File: config.mk
export PLATFORM = sky130hd
export DESIGN_NAME = fibonacci_lfsr
export DESIGN_NICKNAME = d
export VERILOG_FILES = /design/src/rtl/fibonacci_lfsr.sv
export SDC_FILE = /design/constraint.sdc
export NUM_CORES = 1
export LEC_CHECK = 0
export ABC_AREA = 1
export BUFFER_PORTS_ARGS = -buffer_cell sky130_fd_sc_hd__buf_2
export CELL_PAD_IN_SITES_DETAIL_PLACEMENT = 0
export CELL_PAD_IN_SITES_GLOBAL_PLACEMENT = 1
export CORE_UTILIZATION = 40
export CTS_CLUSTER_SIZE = 30
export DETAILED_ROUTE_END_ITERATION = 16
export GPL_TIMING_DRIVEN = 0
export PLACE_DENSITY = 0.77
export RECOVER_POWER = 25
export SLEW_MARGIN = 30
export SYNTH_ARGS = -nofsm -noshare
export SYNTH_HDL_FRONTEND = slang
export SYNTH_SLANG_ARGS = --single-unit
File: constraint.sdc
create_clock -name clk -period 1.32 [get_ports clk]
set_input_delay 0.264 -clock clk [delete_from_list [all_inputs] [get_ports clk]]
set_output_delay 0.264 -clock clk [all_outputs]
set_load 0.01 [all_outputs]
File: src/rtl/fibonacci_lfsr.sv
// -----------------------------------------------------------------------------
// fibonacci_lfsr
//
// Purpose:
//   Maximal-length Fibonacci (external-XOR) LFSR with a built-in prescaler.
//   The register advances once every COUNT enabled clock cycles, which lets a
//   fast system clock produce a slowly changing pseudo-random value.
//
// Parameters:
//   WIDTH  register width, 2..16 (other values stop elaboration)
//   COUNT  enabled clock cycles per LFSR step, >= 1 (1 = step every cycle)
//   SEED   reset / reload value of prn, must be non-zero
//
// Ports:
//   clk          system clock, all state changes on the rising edge
//   reset        synchronous, active-high reset (dominates everything)
//   lfsr_enable  advance enable; prescaler and LFSR hold while low
//   seed_load    (LFSR_SEED_LOAD_EN only) load `seed` into prn, clear prescaler
//   seed         (LFSR_SEED_LOAD_EN only) value to load; 0 loads SEED instead
//   prn          current LFSR state (registered)
//
// Optional feature macro: LFSR_SEED_LOAD_EN
//   When defined, the seed_load / seed ports exist. When undefined the ports
//   are absent and the block is a plain free-running LFSR.
// -----------------------------------------------------------------------------
module fibonacci_lfsr #(
  parameter int WIDTH = 4,
  parameter int COUNT = 50000000,
  parameter int SEED  = 1
) (
  input  logic             clk,
  input  logic             reset,
  input  logic             lfsr_enable,
`ifdef LFSR_SEED_LOAD_EN
  input  logic             seed_load,
  input  logic [WIDTH-1:0] seed,
`endif
  output logic [WIDTH-1:0] prn
);

  // ---------------------------------------------------------------------------
  // Parameter checks
  // ---------------------------------------------------------------------------
  if (WIDTH < 2 || WIDTH > 16) begin : g_bad_width
    $error("fibonacci_lfsr: WIDTH must be in the range 2..16");
  end

  if (COUNT < 1) begin : g_bad_count
    $error("fibonacci_lfsr: COUNT must be >= 1");
  end

  if (SEED <= 0 || SEED >= (1 << WIDTH)) begin : g_bad_seed
    $error("fibonacci_lfsr: SEED must be non-zero and fit in WIDTH bits");
  end

  // ---------------------------------------------------------------------------
  // Feedback tap mask. A set bit k means 1-indexed tap (k+1) takes part in the
  // XOR. Each entry is a maximal-length polynomial for that width.
  // ---------------------------------------------------------------------------
  function automatic logic [WIDTH-1:0] tap_mask(input int w);
    logic [15:0] m;
    case (w)
      2:       m = 16'h0003; // 2,1
      3:       m = 16'h0006; // 3,2
      4:       m = 16'h000C; // 4,3
      5:       m = 16'h0014; // 5,3
      6:       m = 16'h0030; // 6,5
      7:       m = 16'h0060; // 7,6
      8:       m = 16'h00B8; // 8,6,5,4
      9:       m = 16'h0110; // 9,5
      10:      m = 16'h0240; // 10,7
      11:      m = 16'h0500; // 11,9
      12:      m = 16'h0829; // 12,6,4,1
      13:      m = 16'h100D; // 13,4,3,1
      14:      m = 16'h2015; // 14,5,3,1
      15:      m = 16'h6000; // 15,14
      16:      m = 16'hD008; // 16,15,13,4
      default: m = 16'h0000;
    endcase
    return m[WIDTH-1:0];
  endfunction

  localparam logic [WIDTH-1:0] TAPS   = tap_mask(WIDTH);
  localparam logic [WIDTH-1:0] SEED_V = WIDTH'(SEED);

  // Prescaler is at least one bit wide so COUNT=1 still yields a legal vector.
  localparam int             CW      = (COUNT > 1) ? $clog2(COUNT) : 1;
  localparam logic [CW-1:0]  CNT_MAX = CW'(COUNT - 1);

  // ---------------------------------------------------------------------------
  // Seed-load request, tied off when the feature is compiled out
  // ---------------------------------------------------------------------------
  logic             load_req;
  logic [WIDTH-1:0] load_value;

`ifdef LFSR_SEED_LOAD_EN
  assign load_req   = seed_load;
  // A zero seed would lock the register, so it is replaced by SEED.
  assign load_value = (seed == '0) ? SEED_V : seed;
`else
  assign load_req   = 1'b0;
  assign load_value = SEED_V;
`endif

  // ---------------------------------------------------------------------------
  // State
  // ---------------------------------------------------------------------------
  logic [WIDTH-1:0] prn_reg;
  logic [WIDTH-1:0] prn_next;
  logic [CW-1:0]    cnt_reg;
  logic [CW-1:0]    cnt_next;
  logic             fb;
  logic [WIDTH-1:0] shifted;

  assign fb      = ^(prn_reg & TAPS);
  // All-zero is the one state the shift cannot leave (e.g. after an upset),
  // so a step from zero reloads SEED instead.
  assign shifted = (prn_reg == '0) ? SEED_V : {prn_reg[WIDTH-2:0], fb};

  always_comb begin
    prn_next = prn_reg;
    cnt_next = cnt_reg;
    if (load_req) begin
      // Seed load overrides lfsr_enable for this cycle.
      prn_next = load_value;
      cnt_next = '0;
    end else if (lfsr_enable) begin
      if (cnt_reg == CNT_MAX) begin
        cnt_next = '0;
        prn_next = shifted;
      end else begin
        cnt_next = cnt_reg + CW'(1);
      end
    end
  end

  always_ff @(posedge clk) begin
    if (reset) begin
      prn_reg <= SEED_V;
      cnt_reg <= '0;
    end else begin
      prn_reg <= prn_next;
      cnt_reg <= cnt_next;
    end
  end

  assign prn = prn_reg;

endmodule

==> metrics <==
Die Ht 68.1 um; placed wire-length estimate 2730 um; sequential area share after synthesis 34.4%; Req. time, crit path 1.50 ns; most frequent cells in the layout 52 x nand2_1, 33 x nor2_1, 26 x inv_1; ANT cells 0; Initial DRC Count 136; post-synthesis mux area share 0.573%; Setup CP Type flip-flop to flip-flop; vias per inst 4.76; worst hold slack 0.203 ns; post-synthesis compound-gate area fraction 3.01%; CP max stage cell dfxtp_4; I/O Buffers 5; Worst path max stage delay 0.37 ns; Hold Path Class primary input to flip-flop; Post-Syn Area 1750 sq um; Max Buffers Root-to-Sink 2; count of different cell masters after synthesis 25; pins over their slew limit 0; Critical Path Fanout Max 5; Reg clk slew, reported paths 0.07 ns; drt first pass iters 5; first-pass GRT wire length 6330 um; pre-CTS setup slack -0.237 ns; Syn. warnings 0; max cap viols 0; most frequent cell on the critical path nor2_4; # setup viols final 7; fraction of layout cells with a size suffix above 1 34.7%; status finished with violations; XOR/XNOR Fraction of Synth Area 6.51%; vias in the first global route 1,340; post-route setup slack -0.0340 ns; antenna violations before repair 0; Root Driver clkbuf_8; crit path time final 1.35 ns; clk_lat worst skew 0.29 ns; Clock Skew 0.00844 ns; Final TNS setup -0.0739 ns; CTS tree built; Power Density 773 nW/um^2; #FFs+latches synth 30; simple-gate share of the synthesized area 45.0%; final non-filler cell total 324; dpl cells 304; Startpoint Class flip-flop; LEAKAGE 0.826 nW; DRC 0; Worst Tran Pin Value 0.303 ns; Initial Utilization 42.8%; most common cell after layout, fill and taps aside nand2_1; GRT Total Usage 19.0%; Multi-input gate area 1100 sq um; post-route ant nets 0; Area Growth Syn to Fin 24.2%; CP cell instances ha_4 > nand3_4 > nor2_4 > nand2_2 > nor2_4 > xor2_1 > nor2_2; failing checks negative setup slack; RSZ-0062 raised after global routing true; DP Area 1840 sq um; flip-flop count of the largest register after layout 26; gr ovfl total 0; top cells by area, synth dfxtp_1 34%, nand2_1 12%, nor2_1 8.6%; Adder-Cell Fraction of Synth Area 2.15%; total area of sequential cells 656 sq um; Synth top area share 34.4%; R2R Setup Slk -0.03 ns; fin crit share 103%; CP Buf/Inv Count 0; Syn Inst Count 249; Horiz. Die Dim 68.1 um; placer congestion estimate 0.820; CTS Sinks 30; crit end category flip-flop; H-tree levels 2; Mapped Nets 255; Hold Fails Final Rpt 0; vias 1,541; Syn Area/Cell 7.02 sq um; Layout Nets 280; WL final 3870 um; Worst slew margin 79.7%; row cnt 23; Die Area 4640 sq um; Post-CTS Hold Buffers 0; CTS Buf Count 5; Peak VDD IR 0.000542 V; Core Area 4090 sq um; routed length per instance 12.0 um; Ports 7; FMAX 739 MHz; area leader, netlist dfxtp_1; largest family of logic cells by synthesized area simple AND/OR/NAND/NOR gates; fill count 421; Design Area, Final 2170 sq um; largest net degree at the start of global routing 11; Crit path max-delay family simple AND/OR/NAND/NOR gates; crit path DAT 1.54 ns
-- stage by stage --
stage | util (%) | power, mW
final | 53.1 | 1.68
after global routing | 53.1 | 1.75
after CTS | 51.1 | 1.71
after detailed placement | 45.1 | 1.01
after global placement | 45.1 | 1.01
after floorplan | - | 0.991
-- cell type report --
type | instances | share of cell area, %
clock inverter | 2 | 0.461
clock buffer | 5 | 3.17
tap | 50 | 2.88
timing repair buffer | 18 | 5.71
multi-input combinational | 188 | 50.8
inverter | 28 | 4.84
sequential | 30 | 30.2
buffer | 3 | 1.90
-- cells in the mapped netlist (all sizes together) --
library cell and n:
nand3 19, ha 3, dfxtp 30, o21ai 2
o21bai 1, mux2i 1, nand4 10, xnor2 4
nor2 62, inv 27, buf 2, nand2 64
a21oi 7, clkinv 1, xor2 9, and3 1
nor3 4, and2 1, clkbuf 1
-- power breakdown --
part | switching, mW | leakage (nW) | internal, mW
Clock | 0.349 | 0.0438 | 0.353
Combinational | 0.0430 | 0.526 | 0.0325
Sequential | 0.00892 | 0.256 | 0.892
Total | 0.401 | 0.826 | 1.28
-- worst paths after layout --
path / endpoint / from / cells after the start
setup reg to reg: cnt_reg[14]$_SDFFE_PP0P_ / cnt_reg[0]$_SDFFE_PP0P_ / 7
hold / removal: cnt_reg[11]$_SDFFE_PP0P_ / reset / 2
setup / recovery: cnt_reg[14]$_SDFFE_PP0P_ / cnt_reg[0]$_SDFFE_PP0P_ / 7
hold reg to reg: prn[1]$_SDFFE_PP0P_ / prn[1]$_SDFFE_PP0P_ / 2
-- metal layers --
metal	global-route usage (%)	routed length (um)	vias to the layer above
met2	28.7	1760	22
met3	4.50	131	5
li1	-	-	833
met4	7.81	44	0
met1	25.7	1940	681
met5	0	0	-
-- timing repair --
item                                    CTS  global route
pin swaps                                12            11
buffers inserted                         10             3
resized for setup                        37            21
endpoints found under the setup margin   26            26
-- worst register-to-register path, delay by kind of cell, from the launching register on --
| kind | cells | cell delay (ns) |
|---|---|---|
| XOR/XNOR | 1 | 0.19 |
| adder cells (fa/ha/maj) | 1 | 0.15 |
| flip-flops | 1 | 0.37 |
| AND/OR/NAND/NOR | 5 | 0.54 |
-- kinds of logic after synthesis --
kind of cell,count (synthesis)
and+or+nand+nor,161
buffers and inverters,31
DFF,30
xor gates and xnor gates,13
AOI/OAI and AO/OA,10
adders and majority gates,3
muxes,1
(Power assumes the default switching activity.)
